--- src/rtl/pipeline_ctrl_pkg.sv ---
// Shared types for the pipeline sequencer: FSM state encoding and the
// bundle of per-stage load/clear strobes, plus constructors for the
// strobe patterns the sequencer drives.
package ctrl_types;

    typedef enum logic [1:0] {
        RUN  = 2'd0,
        MULW = 2'd1,
        FRZ  = 2'd2
    } pipe_state_t;

    typedef struct packed {
        logic pc_load;
        logic ifid_load;
        logic idex_load;
        logic exmem_load;
        logic memwb_load;
        logic ifid_rst;
        logic idex_rst;
        logic exmem_rst;
        logic memwb_rst;
    } stage_ctrl_t;

    // Everything frozen: no stage loads, no stage clears.
    function automatic stage_ctrl_t ctrl_clear();
        stage_ctrl_t c;
        c = '0;
        return c;
    endfunction

    // Normal advance: every stage loads.
    function automatic stage_ctrl_t ctrl_run();
        stage_ctrl_t c;
        c = '0;
        c.pc_load    = 1'b1;
        c.ifid_load  = 1'b1;
        c.idex_load  = 1'b1;
        c.exmem_load = 1'b1;
        c.memwb_load = 1'b1;
        return c;
    endfunction

    // Held in reset: all stages cleared, none loading.
    function automatic stage_ctrl_t ctrl_reset();
        stage_ctrl_t c;
        c = '0;
        c.ifid_rst  = 1'b1;
        c.idex_rst  = 1'b1;
        c.exmem_rst = 1'b1;
        c.memwb_rst = 1'b1;
        return c;
    endfunction

    // Mispredict: redirect fetch and squash the two wrong-path stages.
    // The clear wins over the load inside the IF/ID and ID/EX registers.
    function automatic stage_ctrl_t ctrl_flush();
        stage_ctrl_t c;
        c = ctrl_run();
        c.ifid_rst = 1'b1;
        c.idex_rst = 1'b1;
        return c;
    endfunction

    // Multi-cycle op in EX: hold the front end, drain EX/MEM with a bubble.
    function automatic stage_ctrl_t ctrl_mul_wait();
        stage_ctrl_t c;
        c = '0;
        c.exmem_rst  = 1'b1;
        c.memwb_load = 1'b1;
        return c;
    endfunction

    // Load-use: hold PC and IF/ID, inject one bubble into ID/EX.
    function automatic stage_ctrl_t ctrl_load_use();
        stage_ctrl_t c;
        c = '0;
        c.idex_rst   = 1'b1;
        c.exmem_load = 1'b1;
        c.memwb_load = 1'b1;
        return c;
    endfunction

endpackage

--- src/rtl/pipeline_ctrl_hazard.sv ---
// Load-use hazard detection: the ID/EX load writes a register that the
// IF/ID instruction reads. Register 0 never creates a dependency.
import ctrl_types::*;

module hazard_unit #(
    parameter int REG_IDX_W = 5
) (
    input  logic                 idex_mem_read,
    input  logic [REG_IDX_W-1:0] idex_rd,
    input  logic [REG_IDX_W-1:0] ifid_rs1,
    input  logic [REG_IDX_W-1:0] ifid_rs2,
    input  logic                 ifid_use_rs1,
    input  logic                 ifid_use_rs2,
    output logic                 lu
);

    // Pure combinational compare against both source operands.
    always_comb begin
        lu = idex_mem_read && (idex_rd != '0) &&
             ((ifid_use_rs1 && (ifid_rs1 == idex_rd)) ||
              (ifid_use_rs2 && (ifid_rs2 == idex_rd)));
    end

endmodule

--- src/rtl/pipeline_ctrl.sv ---
// Central sequencer for the five pipeline registers. Produces every stage
// load/clear strobe from cache stalls, load-use hazards, mispredicts and the
// multi-cycle multiply/divide unit. A freeze suspends RUN or MULW and
// resumes it afterwards. Optional macro PIPE_PERF_CNT_EN adds saturating
// freeze/bubble/flush performance counters.
import ctrl_types::*;

module pipeline_ctrl #(
    parameter int REG_IDX_W = 5
`ifdef PIPE_PERF_CNT_EN
    ,
    parameter int CNT_W = 32
`endif
) (
    input  logic                 clk,
    input  logic                 rst,
    input  logic                 if_stall,
    input  logic                 mem_stall,
    input  logic                 idex_mem_read,
    input  logic [REG_IDX_W-1:0] idex_rd,
    input  logic [REG_IDX_W-1:0] ifid_rs1,
    input  logic [REG_IDX_W-1:0] ifid_rs2,
    input  logic                 ifid_use_rs1,
    input  logic                 ifid_use_rs2,
    input  logic                 ex_mispredict,
    input  logic                 ex_mul_start,
    input  logic                 ex_mul_done,
    output logic                 pc_load,
    output logic                 ifid_load,
    output logic                 idex_load,
    output logic                 exmem_load,
    output logic                 memwb_load,
    output logic                 ifid_rst,
    output logic                 idex_rst,
    output logic                 exmem_rst,
    output logic                 memwb_rst,
`ifdef PIPE_PERF_CNT_EN
    output logic [CNT_W-1:0]     perf_freeze_cnt,
    output logic [CNT_W-1:0]     perf_bubble_cnt,
    output logic [CNT_W-1:0]     perf_flush_cnt,
`endif
    output logic [1:0]           state_o
);

    pipe_state_t state, state_next;
    pipe_state_t saved_state, saved_next;
    pipe_state_t eff_state;
    stage_ctrl_t ctrl;
    logic        freeze;
    logic        lu;

    assign freeze = if_stall | mem_stall;

    hazard_unit #(.REG_IDX_W(REG_IDX_W)) u_hazard (
        .idex_mem_read (idex_mem_read),
        .idex_rd       (idex_rd),
        .ifid_rs1      (ifid_rs1),
        .ifid_rs2      (ifid_rs2),
        .ifid_use_rs1  (ifid_use_rs1),
        .ifid_use_rs2  (ifid_use_rs2),
        .lu            (lu)
    );

    // State and return-state registers; reset discards any suspended state.
    always_ff @(posedge clk) begin
        if (rst) begin
            state       <= RUN;
            saved_state <= RUN;
        end else begin
            state       <= state_next;
            saved_state <= saved_next;
        end
    end

    // Next state and stage strobes. Leaving FRZ, the cycle behaves as the
    // saved state, so the resumed work is not delayed by an extra cycle.
    always_comb begin
        ctrl       = ctrl_clear();
        state_next = state;
        saved_next = saved_state;
        eff_state  = (state == FRZ) ? saved_state : state;
        if (rst) begin
            ctrl       = ctrl_reset();
            state_next = RUN;
            saved_next = RUN;
        end else if (freeze) begin
            if (state != FRZ) begin
                saved_next = state;
                state_next = FRZ;
            end
        end else begin
            state_next = eff_state;
            if (eff_state == MULW) begin
                if (ex_mul_done) begin
                    ctrl       = ex_mispredict ? ctrl_flush() : ctrl_run();
                    state_next = RUN;
                end else begin
                    ctrl = ctrl_mul_wait();
                end
            end else begin
                if (ex_mispredict) begin
                    ctrl       = ctrl_flush();
                    state_next = RUN;
                end else if (ex_mul_start) begin
                    if (ex_mul_done) begin
                        ctrl       = ctrl_run();
                        state_next = RUN;
                    end else begin
                        ctrl       = ctrl_mul_wait();
                        state_next = MULW;
                    end
                end else if (lu) begin
                    ctrl       = ctrl_load_use();
                    state_next = RUN;
                end else begin
                    ctrl       = ctrl_run();
                    state_next = RUN;
                end
            end
        end
    end

    assign pc_load    = ctrl.pc_load;
    assign ifid_load  = ctrl.ifid_load;
    assign idex_load  = ctrl.idex_load;
    assign exmem_load = ctrl.exmem_load;
    assign memwb_load = ctrl.memwb_load;
    assign ifid_rst   = ctrl.ifid_rst;
    assign idex_rst   = ctrl.idex_rst;
    assign exmem_rst  = ctrl.exmem_rst;
    assign memwb_rst  = ctrl.memwb_rst;
    assign state_o    = state;

`ifdef PIPE_PERF_CNT_EN
    // Increment that sticks at all-ones instead of wrapping.
    function automatic logic [CNT_W-1:0] sat_inc(input logic [CNT_W-1:0] v);
        return (&v) ? v : v + 1'b1;
    endfunction

    logic ev_freeze, ev_bubble, ev_flush;

    // Outside reset, an IF/ID clear only comes from a mispredict, an EX/MEM
    // clear only from a multi-cycle wait, and a lone ID/EX clear from load-use.
    assign ev_freeze = !rst && freeze;
    assign ev_bubble = !rst && (ctrl.exmem_rst || (ctrl.idex_rst && !ctrl.ifid_rst));
    assign ev_flush  = !rst && ctrl.ifid_rst;

    // Event counters, cleared by reset.
    always_ff @(posedge clk) begin
        if (rst) begin
            perf_freeze_cnt <= '0;
            perf_bubble_cnt <= '0;
            perf_flush_cnt  <= '0;
        end else begin
            if (ev_freeze) perf_freeze_cnt <= sat_inc(perf_freeze_cnt);
            if (ev_bubble) perf_bubble_cnt <= sat_inc(perf_bubble_cnt);
            if (ev_flush)  perf_flush_cnt  <= sat_inc(perf_flush_cnt);
        end
    end
`endif

endmodule

--- config.mk ---
export PLATFORM = sky130hd
export DESIGN_NAME = pipeline_ctrl
export DESIGN_NICKNAME = d
export VERILOG_FILES = /design/src/rtl/pipeline_ctrl_pkg.sv /design/src/rtl/pipeline_ctrl_hazard.sv /design/src/rtl/pipeline_ctrl.sv
export SDC_FILE = /design/constraint.sdc
export NUM_CORES = 1
export LEC_CHECK = 0
export ABC_AREA = 1
export CAP_MARGIN = 5
export CORE_AREA = 5 5 42 44
export CTS_CLUSTER_SIZE = 28
export DETAILED_ROUTE_END_ITERATION = 8
export DIE_AREA = 0 0 47 49
export DONT_BUFFER_PORTS = 1
export GPL_TIMING_DRIVEN = 0
export SYNTH_ARGS = -nofsm -noshare
export SYNTH_HDL_FRONTEND = slang
export SYNTH_HIERARCHICAL = 1
export SYNTH_SLANG_ARGS = --single-unit
--- constraint.sdc ---
create_clock -name clk -period 1.2 [get_ports clk]
set_clock_uncertainty 0.05 [all_clocks]
set_input_delay 0 -clock clk [delete_from_list [all_inputs] [get_ports clk]]
set_output_delay 0 -clock clk [all_outputs]
set_load 0.02 [all_outputs]
==> flow_summary.json <==
{
  "timing.final.crit_share_pct": 115,
  "switching_power_w": 0.000163,
  "numCtsBuffers": 3,
  "antenna_cells": 0,
  "pwr-share-clk_pct": 32.8,
  "internal-power_w": 0.000320,
  "port_buffers": 0,
  "drt_iter0_drc": 2,
  "finalNonFillerCells": 137,
  "tightest_slew_ps": 297,
  "grt_pass1_wl_mm": 2.43,
  "grt_setup_unrepaired": "true",
  "worstRegToRegCells": 3,
  "slew_violations": 0,
  "setup_violations": 7,
  "ant_nets": 0,
  "drt-wirelength-per-cell_um": 11.9,
  "synth.net_count": 135,
  "drive_above_1_share_pct": 29.8,
  "place_area_sq_um": 596,
  "grt_overflow": 0,
  "design.core.area_sq_um": 1400,
  "die_h_um": 49,
  "endpoint": "ifid_load",
  "fmax_mhz": 724,
  "sw_frac_of_total_pct": 33.8,
  "synth.avg_cell_area_sq_um": 5.14,
  "root_buffer": "clkbuf_4",
  "wirelength_mm": 1.63,
  "rr_startpoint": "state_o[0]",
  "p_seq_share_pct": 30.8,
  "die_w_um": 47,
  "cts.clk_slew.worst_paths_ps": 30,
  "clkLatencyLatePin_ps": 230,
  "synth_cells": 110,
  "vias_per_cell": 4.90,
  "first_pass_iters": 4,
  "r2r_end": "state_o[0]",
  "rows": 14,
  "synth_top_area_share_pct": 24.6,
  "finalHoldViolations": 0,
  "ir_drop_mv": 0.482,
  "utilization_pct": 55.7,
  "min_path_type": "input pin to output pin",
  "areaGrowthSynthToFinish_pct": 38.1,
  "syn-cell-area_sq_um": 566,
  "route.detailed.drc": 0,
  "cts_tree": "yes",
  "crit_start": "state_o[1]",
  "cts_max_path_buffers": 2,
  "start_kind": "flip-flop",
  "track_usage_pct": 14.2,
  "finalCriticalPeriod_ps": 1380,
  "postLayoutCellArea_sq_um": 781,
  "ff2ff_setup_slack_ps": 140,
  "synthDistinctLibCells": 17,
  "setup_ws_ps": -182,
  "min_from": "rst",
  "worstSetupPathType": "flip-flop to output pin",
  "status": "complete, but fails checks",
  "seq_area_frac_synth_pct": 14.2,
  "yosys-top-cells-area": "nand2_1, dfxtp_1, inv_1",
  "hpwl_mm": 1.19,
  "maxCapViolations": 0,
  "ios": 36,
  "ys_warn_count": 6,
  "grt_pass1_vias": 604,
  "vias": 671,
  "slowest_stage": "dfxtp_4",
  "h-tree-depth": 1,
  "fin_nets": 148,
  "yosys.area.top_type": "nand2_1",
  "arrival_ps": 1330,
  "antenna_found_initial": 0,
  "gp_congestion": 0.767,
  "cpPeakStageDelay_ps": 380,
  "grt_max_degree": 8,
  "ys_ff_latch": 4,
  "cellLeakagePower_nw": 0.416,
  "dieArea_sq_um": 2300,
  "start_util_pct": 40.4,
  "holdWs_ps": 71.1,
  "crit_path_end_kind": "output pin",
  "relSlewSlack_pct": 80.2,
  "worst-path-max-fanout": 5,
  "cts_sinks": 4,
  "power_density_nw_per_um2": 619,
  "dp.cells": 126,
  "violations": "setup timing",
  "crit_required_ps": 1150,
  "path_cells": "a21o_4, nand3_2, nand2_2, nor2_4, buf_6",
  "comb_power_share_pct": 36.3
}
## synthesized netlist by cell type (all sizes together)
| master | instances |
|---|---|
| nand4 | 1 |
| inv | 25 |
| a21oi | 5 |
| nand2 | 39 |
| dfxtp | 4 |
| buf | 3 |
| nand3 | 13 |
| a21o | 1 |
| o21ai | 5 |
| nor2 | 14 |
## power groups by stage
stage                     clock [W]  combinational, W  sequential [W]
after global placement            0          0.000132        0.000151
after detailed placement          0          0.000134        0.000152
final                      0.000159          0.000176        0.000149
after floorplan                   0          0.000118        0.000150
after global routing       0.000179          0.000196        0.000149
after CTS                  0.000169          0.000163        0.000147
## routing by layer
layer	track usage, %	vias to the layer above	share of wire (%)
li1	-	358	-
met1	17.8	294	41
met2	23.3	17	52
met3	1.85	2	6.3
met4	5.53	0	0.92
met5	0	-	0
## flip-flops by register name, summed over array words and instances (netlist names)
signal and count:
saved_state 2, state_o 2
## cells by family (layout without fill, tap and decap cells)
kind of cell           Yosys count  after routing  share of synthesized area [%]
and+or+nand+nor                 67             67                           53.5
buffers and inverters           28             39                           20.6
AOI/OAI and AO/OA               11             11                           11.7
DFF                              4              4                           14.2
## stage by stage
stage / power [W] / TNS, ps / setup slack [ps]
6_report: 0.000483 / -872 / -182
2_1_floorplan: 0.000268 / 0 / 49.7
3_5_place_dp: 0.000285 / -41.0 / -20.7
3_3_place_gp: 0.000283 / -63.0 / -31.6
5_1_grt: 0.000524 / -1350 / -246
4_1_cts: 0.000478 / -806 / -177
## worst max-delay path: cells and delay by family (launching register included)
kind	cells	cell delay, ps
flip-flops	1	380
AO/OA/AOI/OAI	1	220
buffers and inverters	1	150
AND/OR/NAND/NOR	3	340
## worst min-delay path by stage
stage,cells after the start,to
floorplan,1,memwb_load
global route,1,memwb_rst
finish,1,memwb_rst
CTS,5,state_o[0]
global placement,1,memwb_load
detailed placement,1,memwb_load
## layout make-up
cell class	count	area (sq um)
clock buffers	3	22.5
plain buffers	3	30.0
multi-input cells	78	448
fillers	162	621
flip-flops and latches	4	88.8
well taps	16	20.0
inverters	25	96.3
repair buffers	8	75.1
## layout by cell type (no fill, tap or decap), types with 2 or more instances in the layout
| cell | Yosys | layout |
|---|---|---|
| nor2_4 | 2 | 4 |
| nor2_1 | 11 | 9 |
| nand2_4 | 0 | 2 |
| dlygate4sd3_1 | 0 | 6 |
| nand3_1 | 11 | 7 |
| inv_2 | 4 | 3 |
| buf_4 | 3 | 3 |
| buf_6 | 0 | 2 |
| o21ai_0 | 4 | 4 |
| nand2_2 | 2 | 5 |
| a21oi_1 | 4 | 4 |
| nand3_2 | 2 | 5 |
| dfxtp_4 | 0 | 2 |
| inv_1 | 21 | 21 |
| nand2_1 | 37 | 32 |
| clkbuf_4 | 0 | 3 |
## what timing repair did
item	4_1_cts	5_1_grt
hold buffers	6	0
setup buffers	2	0
pin swaps	1	1
gates resized for setup	11	11
endpoints found under the setup margin	7	7
hold endpoints to repair	5	0
No activity file was read; power rests on OpenSTA's default activity.
